--- config.mk ---
export PLATFORM = sky130hd
export DESIGN_NAME = mmio_responder_flat
export DESIGN_NICKNAME = d
export VERILOG_FILES = /design/src/rtl/mmio_responder_pkg.sv /design/src/rtl/mmio_responder_if.sv /design/src/rtl/mmio_responder_timer.sv /design/src/rtl/mmio_responder.sv /design/src/flat_wrapper.sv
export SDC_FILE = /design/constraint.sdc
export NUM_CORES = 1
export LEC_CHECK = 0
export ABC_CLOCK_PERIOD_IN_PS = 3340
export CELL_PAD_IN_SITES_DETAIL_PLACEMENT = 0
export CELL_PAD_IN_SITES_GLOBAL_PLACEMENT = 1
export CORE_MARGIN = 2
export CORE_UTILIZATION = 30
export CTS_CLUSTER_DIAMETER = 120
export CTS_CLUSTER_SIZE = 28
export DETAILED_ROUTE_END_ITERATION = 8
export DONT_BUFFER_PORTS = 1
export PLACE_DENSITY = 0.56
export SLEW_MARGIN = 25
export SYNTH_ARGS = -nofsm -noshare
export SYNTH_HDL_FRONTEND = slang
export SYNTH_SLANG_ARGS = --single-unit
--- constraint.sdc ---
create_clock -name Clk_CPU -period 3.34 [get_ports Clk_CPU]
set_input_delay 0.501 -clock Clk_CPU [delete_from_list [all_inputs] [get_ports Clk_CPU]]
set_output_delay 0.501 -clock Clk_CPU [all_outputs]
set_load 0.02 [all_outputs]
--- src/rtl/mmio_responder_pkg.sv ---
// Shared constants for the MMIO responder: register offsets, DMType access
// size encodings, CTRL bit positions and the byte-lane merge helper.
// The timer block is built only when MMIO_TIMER_EN is defined.
package mmio_pkg;

    // Register offsets inside the 256-byte window
    localparam logic [7:0] OFF_SW   = 8'h00;
    localparam logic [7:0] OFF_DISP = 8'h04;
    localparam logic [7:0] OFF_CNT  = 8'h08;
    localparam logic [7:0] OFF_CMP  = 8'h0C;
    localparam logic [7:0] OFF_CTRL = 8'h10;

    // DMType access size encodings
    localparam logic [2:0] DM_WORD  = 3'b000;
    localparam logic [2:0] DM_HALF  = 3'b001;
    localparam logic [2:0] DM_HALFU = 3'b010;
    localparam logic [2:0] DM_BYTE  = 3'b011;
    localparam logic [2:0] DM_BYTEU = 3'b100;

    // CTRL bit positions
    localparam int CTRL_EN         = 0;
    localparam int CTRL_AUTORELOAD = 1;
    localparam int CTRL_IRQ_EN     = 2;
    localparam int CTRL_FLAG       = 8;

    // Replace the byte lanes selected by be with the lanes of nxt
    function automatic logic [31:0] merge_lanes(input logic [31:0] cur,
                                                input logic [31:0] nxt,
                                                input logic [3:0]  be);
        logic [31:0] res;
        for (int i = 0; i < 4; i++) begin
            res[8*i +: 8] = be[i] ? nxt[8*i +: 8] : cur[8*i +: 8];
        end
        return res;
    endfunction

endpackage

--- src/rtl/mmio_responder_if.sv ---
// CPU-side memory bus for the MMIO responder (EX/MEM stage signals).
// Handshake: there is no valid/ready pair. A store is accepted at the
// posedge where MemWrite && hit_o; a load is answered combinationally on
// dout in the same cycle MemRead is high, and dout is 0 otherwise.
interface mmio_responder_if;
    logic        MemWrite;
    logic        MemRead;
    logic [31:0] addr;
    logic [31:0] din;
    logic [2:0]  DMType;
    logic        hit_o;
    logic [31:0] dout;

    modport master (
        output MemWrite, MemRead, addr, din, DMType,
        input  hit_o, dout
    );

    modport slave (
        input  MemWrite, MemRead, addr, din, DMType,
        output hit_o, dout
    );
endinterface

--- src/rtl/mmio_responder_timer.sv ---
// Free-running compare timer: CNT, CMP, CTRL and the match flag.
// Write data arrives already lane-merged from the top. Only instantiated
// when MMIO_TIMER_EN is defined.
module mmio_timer
    import mmio_pkg::*;
(
    input  logic        Clk_CPU,
    input  logic        rstn,
    input  logic        wr_cnt,
    input  logic        wr_cmp,
    input  logic        wr_ctrl,
    input  logic [31:0] cnt_wdata,
    input  logic [31:0] cmp_wdata,
    input  logic [2:0]  ctrl_wdata,
    input  logic        flag_clr,
    output logic [31:0] cnt,
    output logic [31:0] cmp,
    output logic [31:0] ctrl_rd,
    output logic        irq
);

    logic [2:0] ctrl;
    logic       flag;
    logic       match;

    assign match   = ctrl[CTRL_EN] && (cnt == cmp);
    assign ctrl_rd = {23'b0, flag, 5'b0, ctrl};
    assign irq     = flag && ctrl[CTRL_IRQ_EN];

    // Counter: CPU write beats autoreload, which beats increment
    always_ff @(posedge Clk_CPU or negedge rstn) begin
        if (!rstn) begin
            cnt <= 32'h0;
        end else if (wr_cnt) begin
            cnt <= cnt_wdata;
        end else if (ctrl[CTRL_EN]) begin
            if (match && ctrl[CTRL_AUTORELOAD]) begin
                cnt <= 32'h0;
            end else begin
                cnt <= cnt + 32'd1;
            end
        end
    end

    // Compare value and control bits
    always_ff @(posedge Clk_CPU or negedge rstn) begin
        if (!rstn) begin
            cmp  <= 32'hFFFF_FFFF;
            ctrl <= 3'b000;
        end else begin
            if (wr_cmp)  cmp  <= cmp_wdata;
            if (wr_ctrl) ctrl <= ctrl_wdata;
        end
    end

    // Match flag: a new match wins over a simultaneous write-1-clear
    always_ff @(posedge Clk_CPU or negedge rstn) begin
        if (!rstn) begin
            flag <= 1'b0;
        end else if (match) begin
            flag <= 1'b1;
        end else if (flag_clr) begin
            flag <= 1'b0;
        end
    end

endmodule

--- src/rtl/mmio_responder.sv ---
// MMIO responder: switch input, seven-segment DISP register and an optional
// compare timer behind a 256-byte window at BASE_ADDR. Handles byte/half/word
// lane merging on stores and lane extraction with sign/zero extension on
// loads. Define MMIO_TIMER_EN to build the timer (CNT/CMP/CTRL, irq_o).
module mmio_responder
    import mmio_pkg::*;
#(
    parameter logic [31:0] BASE_ADDR = 32'hFFFF_0000
) (
    input  logic              Clk_CPU,
    input  logic              rstn,
    mmio_responder_if.slave   bus,
    input  logic [15:0]       sw_i,
    output logic [31:0]       disp_data_o,
    output logic              irq_o
);

    logic [15:0] sw_s1;
    logic [15:0] sw_s2;
    logic [31:0] disp;
    logic [7:0]  word_off;
    logic [3:0]  be;
    logic        access_ok;
    logic [31:0] wlane;
    logic        wr_en;
    logic [31:0] rword;
    logic [31:0] shifted;
    logic [31:0] ext;

    assign bus.hit_o   = (bus.addr[31:8] == BASE_ADDR[31:8]);
    assign word_off    = {bus.addr[7:2], 2'b00};
    assign wr_en       = bus.MemWrite && bus.hit_o && access_ok;
    assign disp_data_o = disp;

    // Byte enables and alignment check; unknown DMType codes are rejected
    always_comb begin
        be        = 4'b0000;
        access_ok = 1'b0;
        case (bus.DMType)
            DM_WORD: begin
                be        = 4'b1111;
                access_ok = (bus.addr[1:0] == 2'b00);
            end
            DM_HALF, DM_HALFU: begin
                be        = bus.addr[1] ? 4'b1100 : 4'b0011;
                access_ok = !bus.addr[0];
            end
            DM_BYTE, DM_BYTEU: begin
                be        = 4'b0001 << bus.addr[1:0];
                access_ok = 1'b1;
            end
            default: begin
                be        = 4'b0000;
                access_ok = 1'b0;
            end
        endcase
    end

    // Replicate low-aligned store data into every lane it may land in
    always_comb begin
        wlane = bus.din;
        case (bus.DMType)
            DM_HALF, DM_HALFU: wlane = {2{bus.din[15:0]}};
            DM_BYTE, DM_BYTEU: wlane = {4{bus.din[7:0]}};
            default:           wlane = bus.din;
        endcase
    end

    // Two-flop synchronizer for the board switches
    always_ff @(posedge Clk_CPU or negedge rstn) begin
        if (!rstn) begin
            sw_s1 <= 16'h0;
            sw_s2 <= 16'h0;
        end else begin
            sw_s1 <= sw_i;
            sw_s2 <= sw_s1;
        end
    end

    // DISP register with lane-merged stores
    always_ff @(posedge Clk_CPU or negedge rstn) begin
        if (!rstn) begin
            disp <= 32'h0;
        end else if (wr_en && (word_off == OFF_DISP)) begin
            disp <= merge_lanes(disp, wlane, be);
        end
    end

`ifdef MMIO_TIMER_EN
    logic [31:0] cnt;
    logic [31:0] cmp;
    logic [31:0] ctrl_rd;
    logic [31:0] ctrl_merged;
    logic        timer_irq;

    // Only the low CTRL bits are stored; the flag lane is write-1-clear
    assign ctrl_merged = merge_lanes(ctrl_rd, wlane, be);

    mmio_timer u_timer (
        .Clk_CPU    (Clk_CPU),
        .rstn       (rstn),
        .wr_cnt     (wr_en && (word_off == OFF_CNT)),
        .wr_cmp     (wr_en && (word_off == OFF_CMP)),
        .wr_ctrl    (wr_en && (word_off == OFF_CTRL)),
        .cnt_wdata  (merge_lanes(cnt, wlane, be)),
        .cmp_wdata  (merge_lanes(cmp, wlane, be)),
        .ctrl_wdata (ctrl_merged[2:0]),
        .flag_clr   (wr_en && (word_off == OFF_CTRL) && be[1] && wlane[CTRL_FLAG]),
        .cnt        (cnt),
        .cmp        (cmp),
        .ctrl_rd    (ctrl_rd),
        .irq        (timer_irq)
    );

    assign irq_o = timer_irq;
`else
    assign irq_o = 1'b0;
`endif

    // Read mux over the register map; holes read 0
    always_comb begin
        rword = 32'h0;
        case (word_off)
            OFF_SW:   rword = {16'b0, sw_s2};
            OFF_DISP: rword = disp;
`ifdef MMIO_TIMER_EN
            OFF_CNT:  rword = cnt;
            OFF_CMP:  rword = cmp;
            OFF_CTRL: rword = ctrl_rd;
`endif
            default:  rword = 32'h0;
        endcase
    end

    assign shifted = rword >> {bus.addr[1:0], 3'b000};

    // Lane extraction with sign or zero extension
    always_comb begin
        ext = 32'h0;
        case (bus.DMType)
            DM_WORD:  ext = shifted;
            DM_HALF:  ext = {{16{shifted[15]}}, shifted[15:0]};
            DM_HALFU: ext = {16'b0, shifted[15:0]};
            DM_BYTE:  ext = {{24{shifted[7]}}, shifted[7:0]};
            DM_BYTEU: ext = {24'b0, shifted[7:0]};
            default:  ext = 32'h0;
        endcase
    end

    assign bus.dout = (bus.MemRead && bus.hit_o && access_ok) ? ext : 32'h0;

endmodule

--- src/flat_wrapper.sv ---
// flat-port wrapper written by rule: the top's interface ports become plain ports
module mmio_responder_flat import mmio_pkg::*;
#(
    parameter logic [31:0] BASE_ADDR = 32'hFFFF_0000
)
  (Clk_CPU, rstn, sw_i, disp_data_o, irq_o, bus_MemWrite, bus_MemRead, bus_addr, bus_din, bus_DMType, bus_hit_o, bus_dout);
  mmio_responder_if bus_i ();
  input  logic Clk_CPU;
  input  logic rstn;
  input  logic [15:0] sw_i;
  output logic [31:0] disp_data_o;
  output logic irq_o;
  input wire logic [$bits(bus_i.MemWrite)-1:0] bus_MemWrite;
  input wire logic [$bits(bus_i.MemRead)-1:0] bus_MemRead;
  input wire logic [$bits(bus_i.addr)-1:0] bus_addr;
  input wire logic [$bits(bus_i.din)-1:0] bus_din;
  input wire logic [$bits(bus_i.DMType)-1:0] bus_DMType;
  output wire logic [$bits(bus_i.hit_o)-1:0] bus_hit_o;
  output wire logic [$bits(bus_i.dout)-1:0] bus_dout;
  assign bus_i.MemWrite = bus_MemWrite;
  assign bus_i.MemRead = bus_MemRead;
  assign bus_i.addr = bus_addr;
  assign bus_i.din = bus_din;
  assign bus_i.DMType = bus_DMType;
  assign bus_hit_o = bus_i.hit_o;
  assign bus_dout = bus_i.dout;
  mmio_responder #(.BASE_ADDR(BASE_ADDR)) u_core (.Clk_CPU(Clk_CPU), .rstn(rstn), .bus(bus_i), .sw_i(sw_i), .disp_data_o(disp_data_o), .irq_o(irq_o));
endmodule
==> results of run 1 <==
-- worst max-delay path, stage by stage (launching register included) --
cell and delay, ns:
dfrtp_1 0.50, mux2_2 0.34, o211ai_1 0.21, a211oi_1 0.09
o21ai_2 0.64, a21oi_1 0.17, buf_4 0.21
-- synth_stat cells, types with 2 or more instances --
library cell,instances
a211oi_1,16
a21o_1,3
a21oi_1,38
a22oi_1,8
a31oi_1,8
and3_1,3
buf_1,3
clkbuf_1,18
dfrtp_1,64
inv_1,6
mux2_2,49
mux2i_1,7
nand2_1,68
nand3_1,2
nand4_1,8
nor2_1,12
nor2b_1,11
nor3_1,3
o211ai_1,8
o21ai_0,11
or4_1,2
-- timing repair --
item                       in CTS  in global routing
hold endpoints to repair       64                  0
setup endpoints to repair       0                  0
hold buffers                    1                  0
-- where the power goes --
| group | internal, W | switching, W |
|---|---|---|
| Clock | 0.000729 | 0.000347 |
| Combinational | 0.0000557 | 0.0000851 |
| Sequential | 0.000795 | 0.00000564 |
| Total | 0.00158 | 0.000438 |
-- registers in the layout, summed over array words and instances, names as in the netlist --
register,flops
u_core.sw_s2,16
u_core.sw_s1,16
u_core.disp_data_o,32
-- area by class of cell --
class / count / share of cell area
Multi-Input combinational cell: 281 / 0.431
Sequential cell: 64 / 0.365
Timing Repair Buffer: 43 / 0.0781
Clock buffer: 9 / 0.0513
Tap cell: 147 / 0.0419
Clock inverter: 7 / 0.0271
Inverter: 6 / 0.00513
-- per-layer routing --
layer  global-route usage  wire [um]  vias to the layer above  share of wire
li1                     -          -                     1439              -
met1                0.258       5250                     1459           0.42
met2                0.299       5720                      139           0.46
met3               0.0824       1300                       13           0.10
met4               0.0602        215                        0          0.017
met5                    0          0                        -              0
-- worst max path at each step --
stage | start | to | slack, ns | depth (start not counted)
global placement | bus_addr[9] | bus_dout[0] | 0.36 | 6
detailed placement | bus_addr[9] | bus_dout[0] | 0.37 | 6
CTS | u_core.disp_data_o[31]$_DFFE_PN0P_ | bus_dout[31] | 0.33 | 6
global route | u_core.disp_data_o[31]$_DFFE_PN0P_ | bus_dout[31] | 0.23 | 6
floorplan | bus_addr[9] | bus_dout[0] | 0.41 | 6
finish | u_core.disp_data_o[31]$_DFFE_PN0P_ | bus_dout[21] | 0.33 | 6
-- metrics by stage --
| stage | utilization | setup WS [ns] | hold WS [ns] | power, W |
|---|---|---|---|---|
| detailed placement | 0.339 | 0.365 | 0.207 | 0.000937 |
| CTS | 0.370 | 0.332 | 0.0417 | 0.00204 |
| global placement | 0.338 | 0.358 | 0.207 | 0.000937 |
| finish | 0.370 | 0.331 | 0.0326 | 0.00202 |
| floorplan | - | 0.411 | 0.205 | 0.000922 |
| global route | 0.370 | 0.227 | 0.0526 | 0.00209 |
-- logic make-up after synthesis --
logic type             Yosys count  share of synthesized area
multiplexers                    56                      0.173
buffers and inverters           29                     0.0316
AND/OR/NAND/NOR                122                      0.166
other                            1                    0.00104
flip-flops                      64                      0.444
AO/OA/AOI/OAI                  101                      0.183
XOR/XNOR                         1                    0.00243
==> results.cfg, run 1 <==
[outcome]
status = finished, final reports clean

[clocking]
clock_sinks = 64
clock_path_buffers = 2
clk_pin_slew_worst_paths_ns = 0.05
htree_num_levels = 3
cts_tree = done
post_cts_buffers = 0
numCtsBuffers = 9
cts_root_buf = clkbuf_16
cts_resized = 0
clk_latency_ns = 0.33

[worst_setup_path]
worstReg2RegStart = u_core.disp_data_o[27]$_DFFE_PN0P_
path_max_fanout = 16
path_class = register to primary output
worst-r2r-cell-count = 1
cp-end-kind = primary output
critPathRequiredTime_ns = 2.84
r2r_end = u_core.disp_data_o[27]$_DFFE_PN0P_
cp-start-kind = register
r2r_setup_slack_ns = 2.35
arrival_ns = 2.51

[place]
dpl.cell_count = 540
gp_congestion = 0.791
dp_hpwl_um = 9220
io_buffers = 0
post_dp_cell_area_mm2 = 0.00402

[sta]
tightest_slew_ns = 1.04
rsz0062_at_grt = false
maxSlewHeadroom = 0.302
drv_slew = 0
period_share = 0.901
fin_skew_ns = 0.00238
finalSetupViolCount = 0
finalCriticalPeriod_ns = 3.01
finalHoldViolations = 0
tns_ns = 0
max_freq_mhz = 332

[route]
wl_per_cell_um = 22.4
ant_nets = 0
drc = 0
firstDrtPassIters = 4
routed_wl_um = 12500
vias = 3050
drtIter0Drc = 170
vias_per_cell = 5.48

[grt]
grt_pass1_wl_um = 18900
grt.total_usage = 0.197
grt_max_degree = 65
grt_pass1_vias = 3110
antenna_found_initial = 0
gr-total-overflow = 0

[layout]
synthToLayoutAreaGrowth_pct = 21.7
nets = 492
final_cell_mix = nand2_1, dfrtp_1, mux2_2
instances_no_fill = 557
fillers = 1187
num_antenna_cells = 0
layout_commonest_cell = nand2_1
stdcell_area_mm2 = 0.00439
multi_input_area_mm2 = 0.00189
seqCellArea_mm2 = 0.00160
final_layout_size_suffix_gt1_frac = 0.288

[power_and_ir_drop]
p_leak_nw = 1.85
ir_drop_v = 0.000312
power.density_mw_per_mm2 = 460

[logic_synthesis]
ys.flop_type = dfrtp_1
synth.cell_area_mm2 = 0.00360
yosysTopAreaCellShare = 0.444
synthCells = 374
yosysWarningCount = 0
synth.ff_latch_count = 64
synth_edf_count = 0
synth_cell_types = 47
ys_seq_area_frac = 0.444
synth_top_area_cell = dfrtp_1
avgSynthCellArea_um2 = 9.64
mappedNetlistNets = 461
synth_async_sr_flop_share = 1.00
netlist_top_cells_area = dfrtp_1, mux2_2, nand2_1, a21oi_1, a211oi_1

[run]
drv_cap = 0

[hold_path]
min_path_type = input port to async pin

[floorplan]
design.core.area_mm2 = 0.0119
die_area_mm2 = 0.0129
die_w_um = 114
io_pins = 153
fp.dieH_um = 114
start_util = 0.304
rows = 40
(Power assumes the default switching activity.)
==> run 2, diff against run 1 <==
--- a/config.mk
+++ b/config.mk
@@ -18,4 +18,5 @@
 export SLEW_MARGIN = 25
 export SYNTH_ARGS = -nofsm -noshare
 export SYNTH_HDL_FRONTEND = slang
+export SYNTH_HIERARCHICAL = 1
 export SYNTH_SLANG_ARGS = --single-unit
==> results.cfg, run 2 <==
[logic_synthesis]
yosysTopAreaCellShare = 0.422
ys_seq_area_frac = 0.422
synth.area.mux_share = 0.217
synth_cell_types = 46
synth_async_sr_flop_share = 1.00
synth.ff_latch_count = 64
synth_most_common_cell = mux2_2
synthCells = 373
synth.top_cells.by_count = mux2_2, dfrtp_1, a21oi_1, nor2_1, nand2_1
synth_top_area_cell = dfrtp_1
synth-simple-area-share = 0.152
synth_edf_count = 0
netlist_top_cells_area = dfrtp_1, mux2_2, a21oi_1, a211oi_1, o22ai_1
avgSynthCellArea_um2 = 10.2
synth_xor_area_frac = 0.00231
synth_fa_ha_area_frac = 0
mappedNetlistNets = 460
synth_top_family_by_area = multiplexers
yosysWarningCount = 6
ys.flop_type = dfrtp_1
synth.cell_area_mm2 = 0.00380
synth_compound_area_frac = 0.172

[layout]
final_cell_mix = mux2_2, dfrtp_1, buf_4
num_antenna_cells = 0
instances_no_fill = 585
final_layout_size_suffix_gt1_frac = 0.354
synthToLayoutAreaGrowth_pct = 22.2
largest_reg_flops = 32
layout_commonest_cell = mux2_2
nets = 495
fillers = 1265

[worst_setup_path]
slowest_delay_ns = 0.56
worst_path_max_delay_cell = or4_4
path_class = input port to primary output
arrival_ns = 2.58
cp_common_cell = buf_4
worst-r2r-cell-count = 1
cp-end-kind = primary output
critPathRequiredTime_ns = 2.84
r2r_setup_slack_ns = 2.38
r2r_end = u_core/disp_data_o[18]$_DFFE_PN0P_
path_max_fanout = 16
worstReg2RegStart = u_core/disp_data_o[18]$_DFFE_PN0P_
cp-start-kind = input port
path_cells = or4_4, or2_2, a2111oi_0, o211ai_1, buf_4, a21oi_1, buf_4

[sta]
finalSetupViolCount = 0
fin_skew_ns = 0.000986
tns_ns = 0
drv_slew = 0
timing.hold.ws_ns = 0.0400
finalHoldViolations = 0
max_freq_mhz = 325
rsz0062_at_grt = false
finalCriticalPeriod_ns = 3.08
period_share = 0.922

[grt]
grt_util_met3 = 0.0711
grt_max_degree = 65
gr-usage-met2 = 0.296
gr-total-overflow = 0
met1_usage = 0.248
grt.total_usage = 0.191
antenna_found_initial = 0
busiest_layer = met2
grt_pass1_vias = 3248
grt_pass1_wl_um = 19100

[route]
drc = 0
drtIter0Drc = 176
ant_nets = 0
routed_wl_um = 12900
wl_per_cell_um = 22.1
vias_per_cell = 5.42
firstDrtPassIters = 4
vias = 3173

[floorplan]
rows = 41
fp.dieH_um = 117
die_area_mm2 = 0.0136
io_pins = 153
start_util = 0.305
design.core.area_mm2 = 0.0125
die_w_um = 117

[clocking]
clock_path_buffers = 2
cts_tree = done
htree_num_levels = 3
post_cts_buffers = 0
clk_latency_ns = 0.33
clock_sinks = 64
numCtsBuffers = 9
cts_root_buf = clkbuf_16
clk_pin_slew_worst_paths_ns = 0.05

[run]
drv_cap = 0

[place]
gp_congestion = 0.781
io_buffers = 0
dpl.cell_count = 568
dp_hpwl_um = 9640

[power_and_ir_drop]
power.density_mw_per_mm2 = 440
power.total_w = 0.00204
p_leak_nw = 1.91
ir_drop_v = 0.000311

[hold_path]
min_path_type = input port to async pin

[outcome]
status = finished, final reports clean
==> run 2: cell count changes in the layout (fill, tap and decap cells not counted), moves of 5 or more <==
| cell | before | now |
|---|---|---|
| a31oi_1 | 8 | 1 |
| o22ai_1 | 0 | 16 |
| nor2_1 | 12 | 23 |
| a22oi_1 | 8 | 0 |
| nand2_1 | 68 | 22 |
| a32oi_1 | 0 | 5 |
| o211ai_1 | 8 | 3 |
| a221o_1 | 0 | 7 |
| buf_4 | 42 | 49 |
| nor3_1 | 3 | 9 |
| mux2_2 | 49 | 67 |
==> run 2: worst max-delay path by stage <==
stage	slack (ns)	startpoint	endpoint	cells after the start
after floorplan	0.27	bus_addr[5]	bus_dout[21]	6
after global placement	0.33	bus_addr[9]	bus_dout[9]	7
after detailed placement	0.29	bus_addr[5]	bus_dout[17]	7
after CTS	0.27	bus_addr[5]	bus_dout[17]	7
after global routing	0.11	bus_addr[5]	bus_dout[19]	7
final	0.26	bus_addr[5]	bus_dout[17]	7
==> run 2: metal layers <==
| metal | part of all wire | vias up |
|---|---|---|
| met3 | 0.098 | 13 |
| met1 | 0.43 | 1531 |
| met5 | 0 | - |
| met4 | 0.015 | 0 |
| li1 | - | 1493 |
| met2 | 0.45 | 136 |
==> run 2: layout make-up <==
cell class                      count  area (um^2)  area share
Timing Repair Buffer               50          395      0.0852
Sequential cell                    64         1600       0.345
Tap cell                          172          215      0.0464
Inverter                            4         15.0     0.00324
Clock inverter                      7          120      0.0259
Multi-Input combinational cell    279         2070       0.446
Clock buffer                        9          225      0.0485
==> run 2: kinds of logic after synthesis <==
group | count (synthesis)
mux | 74
compound gates | 98
xor+xnor | 1
flops | 64
other cells | 1
simple gates | 105
buf+inv | 30
==> run 2: power breakdown <==
| group | switching, W | internal, W |
|---|---|---|
| registers | 0.00000501 | 0.000795 |
| logic | 0.0000865 | 0.0000758 |
| clock network | 0.000348 | 0.000729 |
| total | 0.000439 | 0.00160 |
==> run 2: what timing repair did <==
action                                  in CTS  in global routing
hold buffers                                 1                  0
endpoints found under the setup margin       0                  0
hold endpoints to repair                    64                  0
resized for setup                            0                  0
==> run 2: per-stage QoR <==
stage               utilization  area, um^2  setup WS (ns)
finish                    0.372        4640          0.261
global route              0.372        4640          0.111
CTS                       0.372        4640          0.274
detailed placement        0.342        4270          0.289
global placement          0.342        4270          0.330
floorplan                     -        3800          0.274
==> run 2: worst max-delay path, delay by kind of cell <==
family | cells | cell delay [ns]
and+or+nand+nor | 2 | 0.89
AOI/OAI and AO/OA | 3 | 0.79
buffers and inverters | 2 | 0.39
